$ cat src/rtl/gpio_input_port_pkg.sv
// Shared definitions for the GPIO input port: register offsets, reset constants, width mask.
// Register offsets match the cpu_core address decode and the assembler headers.
// Pure definitions: no logic, no timing.
package gpio_input_port_pkg;

  localparam int DATA_W = 8;

  localparam logic [1:0] GPIO_LEVEL   = 2'd0;
  localparam logic [1:0] GPIO_EVENT   = 2'd1;
  localparam logic [1:0] GPIO_IRQEN   = 2'd2;
  localparam logic [1:0] GPIO_EDGESEL = 2'd3;

  localparam logic [DATA_W-1:0] EVENT_RST   = 8'h00;
  localparam logic [DATA_W-1:0] IRQEN_RST   = 8'h00;
  localparam logic [DATA_W-1:0] EDGESEL_RST = 8'hFF;

  // Ones in the low w bits: marks which register bits have a pin behind them
  function automatic logic [DATA_W-1:0] width_mask(input int w);
    logic [DATA_W-1:0] m;
    m = '0;
    for (int i = 0; i < DATA_W; i++) begin
      if (i < w) m[i] = 1'b1;
    end
    return m;
  endfunction

endpackage

$ cat src/rtl/gpio_input_port_debounce.sv
// One-bit input conditioner: 2-FF synchroniser, hold-time debounce, change pulse.
// Latency: a clean step reaches lvl_o 2 + DEBOUNCE cycles after it appears on pin_i.
// No backpressure: free-running every cycle; chg_o is a single-cycle pulse.
module gpio_input_port_debounce #(
  parameter int   DEBOUNCE = 1000,
  parameter logic INIT     = 1'b0
) (
  input  logic clk,
  input  logic reset,
  input  logic pin_i,
  output logic lvl_o,
  output logic lvl_nxt_o,
  output logic chg_o
);

  localparam int CW = (DEBOUNCE > 2) ? $clog2(DEBOUNCE) : 1;
  localparam logic [CW-1:0] CNT_MAX = CW'(DEBOUNCE - 1);

  logic          sync1_q, sync2_q;
  logic          lvl_q, lvl_d;
  logic [CW-1:0] cnt_q, cnt_d;
  logic          differ;
  logic          chg;

  // Count consecutive cycles the synchronised input disagrees with the
  // accepted level; accept it on the last one, restart on any agreement.
  always_comb begin
    differ = (sync2_q != lvl_q);
    chg    = differ && (cnt_q == CNT_MAX);
    lvl_d  = chg ? sync2_q : lvl_q;
    cnt_d  = (!differ || chg) ? '0 : cnt_q + CW'(1);
  end

  // Synchroniser chain, accepted level and hold counter
  always_ff @(posedge clk) begin
    if (reset) begin
      sync1_q <= INIT;
      sync2_q <= INIT;
      lvl_q   <= INIT;
      cnt_q   <= '0;
    end else begin
      sync1_q <= pin_i;
      sync2_q <= sync1_q;
      lvl_q   <= lvl_d;
      cnt_q   <= cnt_d;
    end
  end

  assign lvl_o     = lvl_q;
  assign lvl_nxt_o = sync2_q;
  assign chg_o     = chg;

endmodule

$ cat src/rtl/gpio_input_port.sv
// Memory-mapped GPIO input port: debounced LEVEL, W1C EVENT latch, IRQ_EN, EDGE_SEL, level irq.
// Latency: rdata one cycle after a read address; irq one cycle after EVENT/IRQ_EN change.
// No backpressure: the 6502 bus never stalls; reads and writes complete in one cycle.
module gpio_input_port
  import gpio_input_port_pkg::*;
#(
  parameter int          WIDTH      = 8,
  parameter int          DEBOUNCE   = 1000,
  parameter logic [7:0]  INIT_LEVEL = 8'h00
) (
  input  logic             clk,
  input  logic             reset,
  input  logic [WIDTH-1:0] pins_i,
  input  logic             cs_i,
  input  logic             we_i,
  input  logic [1:0]       addr_i,
  input  logic [7:0]       wdata_i,
  output logic [7:0]       rdata_o,
  output logic             irq_o
);

  localparam logic [DATA_W-1:0] WMASK = width_mask(WIDTH);

  logic [WIDTH-1:0]  lvl_w, lvl_nxt_w, chg_w;
  logic [DATA_W-1:0] lvl8, lvl_nxt8, chg8;
  logic [DATA_W-1:0] evt_q, evt_d, evt_set, evt_clr;
  logic [DATA_W-1:0] irqen_q, irqen_d;
  logic [DATA_W-1:0] esel_q, esel_d;
  logic [DATA_W-1:0] rdata_q, rdata_d;
  logic              irq_q, irq_d;
  logic              wr, rd;

  for (genvar gi = 0; gi < WIDTH; gi++) begin : g_pin
    gpio_input_port_debounce #(
      .DEBOUNCE (DEBOUNCE),
      .INIT     (INIT_LEVEL[gi])
    ) u_deb (
      .clk       (clk),
      .reset     (reset),
      .pin_i     (pins_i[gi]),
      .lvl_o     (lvl_w[gi]),
      .lvl_nxt_o (lvl_nxt_w[gi]),
      .chg_o     (chg_w[gi])
    );
  end

  // Register file next state: event set beats a same-cycle W1C clear
  always_comb begin
    lvl8                = '0;
    lvl_nxt8            = '0;
    chg8                = '0;
    lvl8[WIDTH-1:0]     = lvl_w;
    lvl_nxt8[WIDTH-1:0] = lvl_nxt_w;
    chg8[WIDTH-1:0]     = chg_w;

    wr = cs_i && we_i;
    rd = cs_i && !we_i;

    evt_set = chg8 & ~(lvl_nxt8 ^ esel_q);
    evt_clr = (wr && addr_i == GPIO_EVENT) ? wdata_i : '0;
    evt_d   = ((evt_q & ~evt_clr) | evt_set) & WMASK;

    irqen_d = (wr && addr_i == GPIO_IRQEN)   ? (wdata_i & WMASK) : irqen_q;
    esel_d  = (wr && addr_i == GPIO_EDGESEL) ? (wdata_i & WMASK) : esel_q;

    irq_d = |(evt_q & irqen_q);

    rdata_d = rdata_q;
    if (rd) begin
      unique case (addr_i)
        GPIO_LEVEL:   rdata_d = lvl8;
        GPIO_EVENT:   rdata_d = evt_q;
        GPIO_IRQEN:   rdata_d = irqen_q;
        GPIO_EDGESEL: rdata_d = esel_q;
        default:      rdata_d = '0;
      endcase
    end
  end

  // Register file, read data and interrupt registers
  always_ff @(posedge clk) begin
    if (reset) begin
      evt_q   <= EVENT_RST;
      irqen_q <= IRQEN_RST;
      esel_q  <= EDGESEL_RST & WMASK;
      rdata_q <= '0;
      irq_q   <= 1'b0;
    end else begin
      evt_q   <= evt_d;
      irqen_q <= irqen_d;
      esel_q  <= esel_d;
      rdata_q <= rdata_d;
      irq_q   <= irq_d;
    end
  end

  assign rdata_o = rdata_q;
  assign irq_o   = irq_q;

endmodule

$ cat config.mk
export PLATFORM = sky130hd
export DESIGN_NAME = gpio_input_port
export DESIGN_NICKNAME = d
export VERILOG_FILES = /design/src/rtl/gpio_input_port_pkg.sv /design/src/rtl/gpio_input_port_debounce.sv /design/src/rtl/gpio_input_port.sv
export SDC_FILE = /design/constraint.sdc
export NUM_CORES = 1
export LEC_CHECK = 0
export CAP_MARGIN = 20
export CORE_MARGIN = 3
export CORE_UTILIZATION = 45
export DETAILED_ROUTE_END_ITERATION = 10
export PLACE_DENSITY = 0.68
export SYNTH_ARGS = -nofsm -noshare
export SYNTH_HDL_FRONTEND = slang
export SYNTH_HIERARCHICAL = 1
export SYNTH_SLANG_ARGS = --single-unit
$ cat constraint.sdc
create_clock -name clk -period 3.4 [get_ports clk]
set_input_delay 0.51 -clock clk [delete_from_list [all_inputs] [get_ports clk]]
set_output_delay 0.51 -clock clk [all_outputs]
set_load 0.01 [all_outputs]
==> Word-level counts from Yosys, hierarchy flattened <==
Index checks and enable logic that the tools add are counted.
W data, S select, Z words.
{ "classes": {"n_reduce_logical": 40, "bitwise_logic": 7, "eq_ne": 19, "add_sub_neg": 8, "n_mux": 2} }
{ "ops": {"columns": ["op", "count"], "rows": [
  ["$add A10 B1 Y10 const B", 8],
  ["$eq A10 B10 Y1 const B", 8],
  ["$pmux W8 S4", 1],
  ["$and A8 B8 Y8", 3],
  ["$not A8 Y8", 2],
  ["$reduce_or A2 Y1", 8],
  ["$logic_and A1 B1 Y1", 13],
  ["$logic_not A1 Y1", 9],
  ["$logic_or A1 B1 Y1", 8],
  ["$mux W8", 1],
  ["$ne A1 B1 Y1", 8],
  ["$or A8 B8 Y8", 1],
  ["$reduce_or A8 Y1", 1],
  ["$xor A8 B8 Y8", 1],
  ["$eq A2 B2 Y1 const B", 2],
  ["$eq A2 B1 Y1 const B", 1],
  ["$logic_not A2 Y1", 1]
]} }
{ "word_totals": {"word_cells": 113, "inputBits": 22, "register_bits": 137} }

==> Logic depth before layout (Yosys ltp) <==
{ "depth": {"word_depth": 6, "mapped_depth": 5, "mapped_depth_nobuf": 5} }

==> By module <==
The synthesis kept the hierarchy.
{ "by_module_without_submodules": {"columns": ["mod", "cells_each", "area_per_inst_um2", "seq_area_each_um2", "instances"], "rows": [
  ["gpio_input_port_debounce", 59, 548.0, 260.2, 8],
  ["gpio_input_port", 168, 1492.7, 660.6, 1]
]} }

==> Worst setup path after synthesis <==
No wires, ideal clock.
{ "synth_path": {"path_kind": "input -> register", "from": "in reset", "to": "reg rdata_q[6], in the netlist rdata_o[6]", "setup_time_ns": 0.082, "n_path_buf": 2, "setup_slack_ns": 1.921, "path_stages": 4, "arrival_time_ns": 1.397, "cell_sequence": "buf_6 > or4bb_1 > buf_2 > o221ai_1"} }
{ "synth_rtl": {"columns": ["item", "line_no", "text"], "rows": [
  ["start: declaration", "gpio_input_port.sv:12", "input logic reset,"],
  ["end signal: assignment", "gpio_input_port.sv:92", "rdata_q <= rdata_d;"],
  ["end: declaration", "gpio_input_port.sv:29", "logic [DATA_W-1:0] rdata_q, rdata_d;"]
]} }

==> Final worst setup path <==
{ "layout_path": {"from": "in addr_i[1]", "to": "reg esel_q[0]"} }
{ "layout_between": {"elab_chain_cells": 2} }
{ "layout_lines": {"columns": ["item", "line_no", "text"], "rows": [
  ["start: declaration", "gpio_input_port.sv:16", "input logic [1:0] addr_i,"],
  ["$eq A2 B2 Y1", "gpio_input_port.sv:64", "esel_d = (wr && addr_i == GPIO_EDGESEL) ? (wdata_i & WMASK) : esel_q;"],
  ["$logic_and A1 B1 Y1", "gpio_input_port.sv:64", null],
  ["end signal: assignment", "gpio_input_port.sv:85", "esel_q <= EDGESEL_RST & WMASK;"],
  ["end signal: assignment", "gpio_input_port.sv:91", "esel_q <= esel_d;"],
  ["end: declaration", "gpio_input_port.sv:28", "logic [DATA_W-1:0] esel_q, esel_d;"]
]} }
No other way between the ends.
A chain may end at the register's enable or synchronous reset.

==> flow_summary.toml <==
[outcome]
status = "finished clean"

[floorplan]
die-area_sq_mm = 0.0145
initial_utilization_pct = 46.4
row_count = 41
ioPinCount = 31
die_h_um = 120
core_area_sq_mm = 0.0127
die_width_um = 120

[yosys]
yosysSeqAreaShare_pct = 46.7
synthesis.area_sq_mm = 0.00588
yosys.area.top_type = "dfxtp_1"
netlist_instances = 640
synth_area_per_cell_sq_um = 9.18
synth_top_cells_by_area = "dfxtp_1 47%, xnor2_1 6.0%, nand2_1 4.6%, nor2_1 4.6%, nand3_1 2.8%"
yosysWarnings = 6
yosysTopAreaCellShare_pct = 46.7
synth-seq-cells = 137
synth_cell_types = 42
synth_nets = 670

[place]
numPortBuffers = 30
placed_area_sq_mm = 0.00635
finalWeightedCongestion = 0.800
hpwl_um = 8380

[global_routing]
grt_pass1_vias = 4487
grt.total_usage_pct = 18.1
grt_pass1_wl_um = 21000
grt_overflow = 0
grt_max_degree = 38
antenna_found_initial = 0

[critical_path]
r2r_slack_ps = 1960
max_stage_delay_ps = 570
slowest_stage = "nand4_1"
critPathLaunchType = "primary input"
cp_data_required_time_ps = 3670
critPathCaptureType = "flop"
cp.arrival_ps = 2200
cp_max_fo = 20
path_class = "primary input to flop"
crit_chain = "clkdlybuf4s50_1 > buf_4 > nand4_1 > nand2_1 > o211ai_1"

[drt]
drtIter0Drc = 240
via_per_inst = 5.26
routed-via-count = 4557
ant_nets = 0
drc = 0
wl_um = 12100
drt_pass1_iterations = 5
avgRoutedWirePerCell_um = 13.9

[power]
vdd_drop_max_v = 0.000369
p_per_area_mw_per_mm2 = 528
power_leakage_nw = 2.55

[sta]
rsz0062_at_grt = "false"
clock-skew-final_ps = 6.24
timing.final.crit_share_pct = 56.8
setup_tns_ps = 0
slew_headroom_pct = 55.0
setup_violations = 0
finalHoldViolCount = 0
min_period_ps = 1930
worst_pin_slew_ps = 675
finalMaxSlewViolations = 0
fmax_mhz = 518

[clock_network]
postCtsSetupRepairBufs = 0
clk_path_buf_depth = 2
htree_levels = 4
cts_tree = "yes"
cts_resized = 0
cts_root_buf = "clkbuf_16"
holdBufCountCts = 0
numCtsBuffers = 17
cts_sinks = 137
clkLatencyLatePin_ps = 410
clkSlewWorstSetupHoldPaths_ps = 60

[cells_and_area]
final_common_cell = "dfxtp_1"
final_cell_mix = "137 x dfxtp_1, 72 x nand2_1, 72 x nor2_1, 40 x xnor2_1, 33 x nand3_1"
fin_nets = 712
antenna_cells = 0
drive_above_1_share_pct = 12.8
synthToLayoutAreaGrowth_pct = 18.6
final_area_sq_mm = 0.00697

[min_path]
hold_class = "flop to flop"

[job]
cap_violations = 0
## synthesized netlist by cell type, drive strengths merged
cell type,instances
dfxtp,137
nor2,80
nand2,72
a21oi,40
xnor2,40
nand3,33
and3,32
nand4,17
inv,16
mux2i,16
nor2b,16
o211ai,16
xor2,16
a21o,15
and4,8
ha,8
nor3b,8
o21a,8
o21ai,8
o221a,8
or2,8
or3,8
o22ai,7
buf,6
a22oi,4
clkbuf,3
nand4b,2
a41oi,1
and2,1
and4b,1
clkinv,1
nand2b,1
o221ai,1
or4b,1
or4bb,1
## through the flow
step | util [%] | hold slack, ps | setup WS (ps) | std cells | total power, mW
detailed placement | 50.1 | 426 | 1100 | 835 | 1.80
CTS | 55.0 | 439 | 1500 | 867 | 3.72
floorplan | - | 414 | 1920 | 640 | 1.74
finish | 55.0 | 436 | 1470 | 867 | 3.68
global placement | 50.1 | 418 | 1160 | 835 | 1.79
global route | 55.0 | 453 | 1290 | 867 | 3.81
## layer usage
| metal | track usage [%] | share of wire [%] |
|---|---|---|
| met1 | 23.6 | 48 |
| met2 | 28.5 | 47 |
| met3 | 6.08 | 3.6 |
| met4 | 5.67 | 0.91 |
| met5 | 0 | 0 |
## power by group
| group | switching [mW] | internal, mW | leakage (nW) |
|---|---|---|---|
| registers | 0.0157 | 1.63 | 1.11 |
| logic | 0.0610 | 0.0576 | 1.13 |
| clock network | 0.675 | 1.24 | 0.304 |
## worst max-delay path: cells and delay by family
kind	cells	cell delay, ps
and+or+nand+nor	2	820
buffers and inverters	2	750
AOI/OAI and AO/OA	1	110
## final timing paths
kind,from,to,cells past startpoint
max,addr_i[1],esel_q[0],5
min,g_pin[1].u_deb/sync1_q,g_pin[1].u_deb/lvl_nxt_o,1
max reg2reg,g_pin[1].u_deb/cnt_q[0],g_pin[1].u_deb/cnt_q[8],5
min reg2reg,g_pin[1].u_deb/sync1_q,g_pin[1].u_deb/lvl_nxt_o,1
## cells by family (layout without fill, tap and decap cells)
family          after synthesis  count (layout)  synth area share [%]
compound gates              108             108                  12.8
flops                       137             137                  46.7
fa+ha+maj                     8               8                  1.70
simple gates                289             289                  25.8
mux                          16              16                  2.73
buf+inv                      26              81                  1.96
xor+xnor                     56              56                  8.35
## area by class of cell
class                           instances  area (sq um)
Timing Repair Buffer                   32           310
Fill cell                            1128          5700
Clock buffer                           20           447
Tap cell                              172           215
Inverter                               17          63.8
Clock inverter                         12           174
Multi-Input combinational cell        477          3020
Sequential cell                       137          2740
## state kept, by name, summed over array words and instances (netlist names)
register / cells
g_pin.u_deb/lvl_o: 8
g_pin.u_deb/sync1_q: 8
esel_q: 8
irqen_q: 8
g_pin.u_deb/cnt_q: 80
rdata_o: 8
g_pin.u_deb/lvl_nxt_o: 8
irq_o: 1
evt_q: 8
No activity file was read; power rests on OpenSTA's default activity.
